--- src/rtl/bsg_manycore_vcache_dma_arbiter.sv ---
// bsg_manycore_vcache_dma_arbiter
//
// Shares one memory-side cache-DMA channel (packet, fill data, evict data)
// among num_caches_p blocking vcaches. Packets are granted round-robin. The
// grant is held until all beats_per_block_p data beats of that transaction
// have moved. Fill data is steered to the owner and evict data is taken from
// the owner.
//
// Handshake semantics (all channels):
//   valid/ready : a beat moves in a cycle where valid and ready are both 1.
//   valid/yumi  : the consumer asserts yumi only while valid is 1, and a
//                 beat moves in that cycle. A producer may drop valid before
//                 yumi; the arbiter re-evaluates its choice every IDLE cycle.
//
// Ports
//   clk_i, reset_i           clock; asynchronous active-high reset
//   dma_pkt_i/_v_i/_yumi_o   per-cache packet requests (flattened, cache 0 in LSBs)
//   dma_data_o/_v_o/_ready_i fill data to caches (data broadcast, valid one-hot)
//   dma_data_i/_v_i/_yumi_o  evict data from caches
//   dma_pkt_o/_v_o/_yumi_i   packet to memory (MSB = write_not_read)
//   dma_data_*_mem           fill data from memory / evict data to memory
module bsg_manycore_vcache_dma_arbiter #(
  parameter int num_caches_p      = 4,
  parameter int dma_pkt_width_p   = 32,
  parameter int dma_data_width_p  = 32,
  parameter int beats_per_block_p = 2
) (
  input  logic                                         clk_i,
  input  logic                                         reset_i,
  input  logic [num_caches_p*dma_pkt_width_p-1:0]      dma_pkt_i,
  input  logic [num_caches_p-1:0]                      dma_pkt_v_i,
  output logic [num_caches_p-1:0]                      dma_pkt_yumi_o,
  output logic [num_caches_p*dma_data_width_p-1:0]     dma_data_o,
  output logic [num_caches_p-1:0]                      dma_data_v_o,
  input  logic [num_caches_p-1:0]                      dma_data_ready_i,
  input  logic [num_caches_p*dma_data_width_p-1:0]     dma_data_i,
  input  logic [num_caches_p-1:0]                      dma_data_v_i,
  output logic [num_caches_p-1:0]                      dma_data_yumi_o,
  output logic [dma_pkt_width_p-1:0]                   dma_pkt_o,
  output logic                                         dma_pkt_v_o,
  input  logic                                         dma_pkt_yumi_i,
  input  logic [dma_data_width_p-1:0]                  dma_data_i_mem,
  input  logic                                         dma_data_v_i_mem,
  output logic                                         dma_data_ready_o_mem,
  output logic [dma_data_width_p-1:0]                  dma_data_o_mem,
  output logic                                         dma_data_v_o_mem,
  input  logic                                         dma_data_yumi_i_mem
);

  localparam int lg_num_caches_lp = (num_caches_p > 1) ? $clog2(num_caches_p) : 1;
  localparam int lg_beats_lp      = (beats_per_block_p > 1) ? $clog2(beats_per_block_p) : 1;

  typedef enum logic [1:0] {IDLE = 2'd0, READ = 2'd1, WRITE = 2'd2} state_e;

  state_e                      state_r, state_n;
  logic [lg_num_caches_lp-1:0] rr_ptr_r, tag_r, sel, sel_next;
  logic [lg_beats_lp-1:0]      beat_cnt_r;

  logic [dma_pkt_width_p-1:0]  pkt_arr   [num_caches_p];
  logic [dma_data_width_p-1:0] evict_arr [num_caches_p];
  logic [dma_pkt_width_p-1:0]  pkt_sel;
  logic                        any_v, accept, beat, last_beat;
  int                          idx;

  for (genvar g = 0; g < num_caches_p; g++) begin : g_unpack
    assign pkt_arr[g]   = dma_pkt_i[g*dma_pkt_width_p +: dma_pkt_width_p];
    assign evict_arr[g] = dma_data_i[g*dma_data_width_p +: dma_data_width_p];
  end

  // Round-robin pick: scan from the highest offset down so the requester
  // closest to rr_ptr_r (offset 0) is the one left in sel.
  always_comb begin
    sel = '0;
    idx = 0;
    for (int i = num_caches_p - 1; i >= 0; i--) begin
      idx = int'(rr_ptr_r) + i;
      if (idx >= num_caches_p) idx = idx - num_caches_p;
      if (dma_pkt_v_i[idx]) sel = lg_num_caches_lp'(idx);
    end
  end

  assign sel_next  = (int'(sel) == num_caches_p - 1) ? '0 : sel + lg_num_caches_lp'(1);
  assign any_v     = |dma_pkt_v_i;
  assign pkt_sel   = pkt_arr[sel];
  assign accept    = (state_r == IDLE) && any_v && dma_pkt_yumi_i;
  assign last_beat = (beat_cnt_r == lg_beats_lp'(beats_per_block_p - 1));
  assign beat      = ((state_r == READ)  && dma_data_v_i_mem && dma_data_ready_i[tag_r])
                  || ((state_r == WRITE) && dma_data_yumi_i_mem);

  // State register
  always_ff @(posedge clk_i or posedge reset_i) begin
    if (reset_i) begin
      state_r    <= IDLE;
      rr_ptr_r   <= '0;
      tag_r      <= '0;
      beat_cnt_r <= '0;
    end else begin
      state_r <= state_n;
      if (accept) begin
        tag_r      <= sel;
        rr_ptr_r   <= sel_next;
        beat_cnt_r <= '0;
      end else if (beat) begin
        beat_cnt_r <= last_beat ? '0 : beat_cnt_r + lg_beats_lp'(1);
      end
    end
  end

  // Next-state logic
  always_comb begin
    state_n = state_r;
    case (state_r)
      IDLE:        if (accept) state_n = pkt_sel[dma_pkt_width_p-1] ? WRITE : READ;
      READ, WRITE: if (beat && last_beat) state_n = IDLE;
      default:     state_n = IDLE;
    endcase
  end

  // Output logic; every handshake output is held low while reset is high,
  // including the combinational packet path.
  always_comb begin
    dma_pkt_o            = pkt_sel;
    dma_pkt_v_o          = 1'b0;
    dma_pkt_yumi_o       = '0;
    dma_data_o           = {num_caches_p{dma_data_i_mem}};
    dma_data_v_o         = '0;
    dma_data_ready_o_mem = 1'b0;
    dma_data_o_mem       = evict_arr[tag_r];
    dma_data_v_o_mem     = 1'b0;
    dma_data_yumi_o      = '0;
    if (!reset_i) begin
      case (state_r)
        IDLE: begin
          dma_pkt_v_o         = any_v;
          dma_pkt_yumi_o[sel] = accept;
        end
        READ: begin
          dma_data_v_o[tag_r]  = dma_data_v_i_mem;
          dma_data_ready_o_mem = dma_data_ready_i[tag_r];
        end
        WRITE: begin
          dma_data_v_o_mem       = dma_data_v_i[tag_r];
          dma_data_yumi_o[tag_r] = dma_data_yumi_i_mem;
        end
        default: ;
      endcase
    end
  end

endmodule

--- config.mk ---
export PLATFORM = sky130hd
export DESIGN_NAME = bsg_manycore_vcache_dma_arbiter
export DESIGN_NICKNAME = d
export VERILOG_FILES = /design/src/rtl/bsg_manycore_vcache_dma_arbiter.sv
export SDC_FILE = /design/constraint.sdc
export NUM_CORES = 1
export LEC_CHECK = 0
export ABC_AREA = 1
export BUFFER_PORTS_ARGS = -buffer_cell sky130_fd_sc_hd__buf_2
export CORE_AREA = 2 2 196 198
export CTS_CLUSTER_SIZE = 25
export DETAILED_ROUTE_END_ITERATION = 16
export DIE_AREA = 0 0 198 200
export GPL_ROUTABILITY_DRIVEN = 1
export PLACE_DENSITY = 0.3
export SLEW_MARGIN = 20
export SYNTH_ARGS = -nofsm -noshare
export SYNTH_HDL_FRONTEND = slang
export SYNTH_SLANG_ARGS = --single-unit
--- constraint.sdc ---
create_clock -name clk_i -period 2.7 [get_ports clk_i]
set_clock_uncertainty 0.2 [all_clocks]
set_input_delay 0.675 -clock clk_i [delete_from_list [all_inputs] [get_ports clk_i]]
set_output_delay 0.675 -clock clk_i [all_outputs]
set_load 0.01 [all_outputs]
==> impl_metrics.env <==
export IMPL_place_congestion=0.7463
export IMPL_crit_required_ns=1.82
export IMPL_worstHoldEndpoint="beat_cnt_r$_DFFE_PP0P_"
export IMPL_finalSetupViolCount=36
export IMPL_synth_simple_area_share_pct=26.88
export IMPL_drive_gt1_share_pct=57.01
export IMPL_cp_depth=13
export IMPL_ys_ff_latch=7
export IMPL_end_kind="output port"
export IMPL_ys_seq_area_share_pct=4.958
export IMPL_path_clk_slew_ns=0.04
export IMPL_wirelength_um=21570
export IMPL_violations="setup timing"
export IMPL_rr_endpoint="state_r[1]$_DFFE_PP0P_"
export IMPL_max_freq_ghz=0.3289
export IMPL_drv_slew=0
export IMPL_dp_hpwl_um=17630
export IMPL_track_usage_pct=9.184
export IMPL_fp_dieH_um=200
export IMPL_tightestPinTransition_ns=0.5077
export IMPL_min_from="beat_cnt_r$_DFFE_PP0P_"
export IMPL_yosysWarnings=0
export IMPL_viasPerCell=3.666
export IMPL_cap_viol_max_count=0
export IMPL_clock_sinks=7
export IMPL_critPathSlowestCell="dfrtp_2"
export IMPL_syn_nets=921
export IMPL_total_power_w=0.009493
export IMPL_die_x_um=198
export IMPL_crit_chain="buf_4 > o21ai_2 > nand2_1 > nand2_1 > nand3_1 > nand2_1 > nand2_2 > inv_4 > buf_12 > buf_12 > o21ai_0 > o21ai_1 > buf_2"
export IMPL_yosysTopAreaCell="buf_4"
export IMPL_syn_area_mm2=0.003533
export IMPL_leakage_nw=3.008
export IMPL_synth_area_top_cells="buf_4, nand3_1, nand2_1, o21ai_0, a22oi_1"
export IMPL_die_area_mm2=0.03960
export IMPL_dp_slack_ns=-0.3996
export IMPL_crit_arrival_ns=2.17
export IMPL_grt_pass1_wl_um=27480
export IMPL_crit_family="buffers and inverters"
export IMPL_vias=5037
export IMPL_setup_ws_ns=-0.3408
export IMPL_synth_mux_area_share_pct=0
export IMPL_drc=0
export IMPL_final_cells=1374
export IMPL_finalCriticalPeriod_ns=3.041
export IMPL_area_delta_synth_final_pct=69.48
export IMPL_synthAdderAreaFrac_pct=1.416
export IMPL_grt_remaining_overflow=0
export IMPL_rsz0062_at_grt="yes"
export IMPL_grt_max_degree=36
export IMPL_synth_top_area_share_pct=27.83
export IMPL_final_core_util_pct=16.01
export IMPL_drt_iter0_drc=118
export IMPL_cts_buffers=3
export IMPL_powerDensity_mw_per_mm2=1585
export IMPL_synth_xor_area_share_pct=0.2479
export IMPL_antenna_found_initial=3
export IMPL_dp_cells=1356
export IMPL_ys_types=29
export IMPL_peakVddDrop_mv=0.3632
export IMPL_slew_headroom_pct=66.15
export IMPL_wire_per_inst_um=15.70
export IMPL_hold_path_class="flop to flop"
export IMPL_r2r_setup_slack_ns=0.52
export IMPL_io_pin_count=512
export IMPL_port_buffers=351
export IMPL_ctsHtreeMaxLevel=1
export IMPL_r2r_start="rr_ptr_r[0]$_DFFE_PP0P_"
export IMPL_timing_hold_ws_ns=0.2604
export IMPL_n_antenna_cell=0
export IMPL_post_route_period_util_pct=112.6
export IMPL_dr_pass1_iters=4
export IMPL_syn_inst=612
export IMPL_reg2reg_depth=16
export IMPL_final_antenna_net_count=0
export IMPL_avgSynthCellArea_um2=5.774
export IMPL_cts_tree="yes"
export IMPL_final_cell_mix="buf_2, nand3_1, o21ai_1"
export IMPL_nFillCells=4347
export IMPL_status="finished with violations"
export IMPL_holdPathStages=1
export IMPL_rows=71
export IMPL_hold_violations=0
export IMPL_critical_path_class="flop to output port"
export IMPL_crit_top_cell="nand2_1"
export IMPL_slowest_delay_ns=0.41
export IMPL_synth_top_family_by_area="buffers and inverters"
export IMPL_start_util_pct=9.448
export IMPL_critical_path_buf_inv_count=5
export IMPL_core_area_mm2=0.03740
export IMPL_clk_insertion_delay_late_ns=0.23
export IMPL_critPathMaxFanout=16
export IMPL_final_common_cell="buf_2"
export IMPL_cts_root_buf="clkbuf_16"
export IMPL_start_kind="flop"
export IMPL_num_nets_final=1173
export IMPL_synth_compound_area_share_pct=26.88
export IMPL_grt_pass1_vias=4859
export IMPL_cts_path_max_buffers=2
worst register-to-register path, stage by stage, from the launching register on:
cell and delay (ns):
dfrtp_2 0.37, buf_12 0.14, clkinv_8 0.07, nand2_4 0.07, nand3_4 0.09, nand2_4 0.08, nand3_4 0.09, nand2_4 0.09
nand2_4 0.06, nand2_8 0.12, clkbuf_16 0.19, nand2_2 0.06, nand3_2 0.08, nand2_2 0.09, buf_4 0.14, nand2_1 0.05
nand2_1 0.05
flip-flops by register name (all words and copies together) (netlist names):
register / count
rr_ptr_r: 2
state_r: 2
tag_r: 2
beat_cnt_r: 1
worst max path at each step:
stage	from	slack, ns	endpoint
6_report	rr_ptr_r[0]$_DFFE_PP0P_	-0.34	dma_pkt_o[27]
5_1_grt	rr_ptr_r[0]$_DFFE_PP0P_	-0.44	dma_pkt_o[30]
4_1_cts	rr_ptr_r[0]$_DFFE_PP0P_	-0.33	dma_pkt_o[8]
3_5_place_dp	dma_pkt_v_i[1]	-0.40	dma_pkt_o[10]
3_3_place_gp	dma_pkt_v_i[1]	-0.38	dma_pkt_o[10]
2_1_floorplan	dma_pkt_v_i[1]	0.01	dma_pkt_yumi_o[3]
synth_stat cells:
| cell type | count |
|---|---|
| nor4_2 | 1 |
| nor2_2 | 3 |
| nand3_2 | 2 |
| buf_4 | 131 |
| inv_1 | 51 |
| xnor2_1 | 1 |
| nand4_1 | 2 |
| clkbuf_2 | 2 |
| o21bai_1 | 1 |
| nor3_1 | 8 |
| nand2_4 | 1 |
| nand2_2 | 3 |
| buf_2 | 8 |
| a21oi_1 | 28 |
| nand3_1 | 78 |
| a21oi_2 | 6 |
| ha_1 | 4 |
| inv_4 | 1 |
| o21ai_0 | 54 |
| clkbuf_1 | 19 |
| dfrtp_1 | 7 |
| nor4_1 | 2 |
| nand2_1 | 75 |
| buf_6 | 8 |
| nor2_1 | 35 |
| inv_2 | 2 |
| a31oi_1 | 1 |
| a22oi_1 | 33 |
| o21ai_1 | 45 |
through the flow:
stage | TNS, ns | instance area, um2
after floorplan | 0 | 3548
after global placement | -12.10 | 5240
after detailed placement | -12.16 | 5240
after CTS | -9.864 | 5393
after global routing | -13.44 | 5988
final | -10.16 | 5988
report_power, final:
group          switching [W]  internal, W  total [W]  leakage (nW)
combinational        0.00489      0.00410    0.00899          2.89
sequential         0.0000905     0.000160   0.000250        0.0841
clock              0.0000584     0.000197   0.000255        0.0382
metal layers:
metal / track usage [%] / wire length, um / up-vias / part of all wire (%)
li1: - / - / 2432 / -
met1: 9.165 / 7586 / 2222 / 35
met2: 18.35 / 11430 / 341 / 53
met3: 2.403 / 1909 / 38 / 8.9
met4: 2.980 / 611 / 4 / 2.8
met5: 0 / 27 / - / 0.13
what timing repair did:
| action | 4_1_cts | 5_1_grt |
|---|---|---|
| hold buffers | 0 | 0 |
| gates resized for setup | 21 | 102 |
| pin swaps | 1 | 20 |
| buffers inserted | 1 | 4 |
| cloned | 0 | 10 |
| endpoints found under the setup margin | 36 | 58 |
final cells by class:
cell class              count  area, um2  share of cell area (%)
multi-input cells         383       2260                   37.74
flip-flops and latches      7      178.9                   2.988
clock buffers               4      78.83                   1.316
inverters                  54      220.2                   3.677
repair buffers            415       2611                   43.61
well taps                 511      639.4                   10.68
cell families after synthesis:
group / after synthesis
adders and majority gates: 4
AOI/OAI and AO/OA: 168
and+or+nand+nor: 210
buffers and inverters: 222
xor gates and xnor gates: 1
DFF: 7
Power figures use the tool's default switching activity.
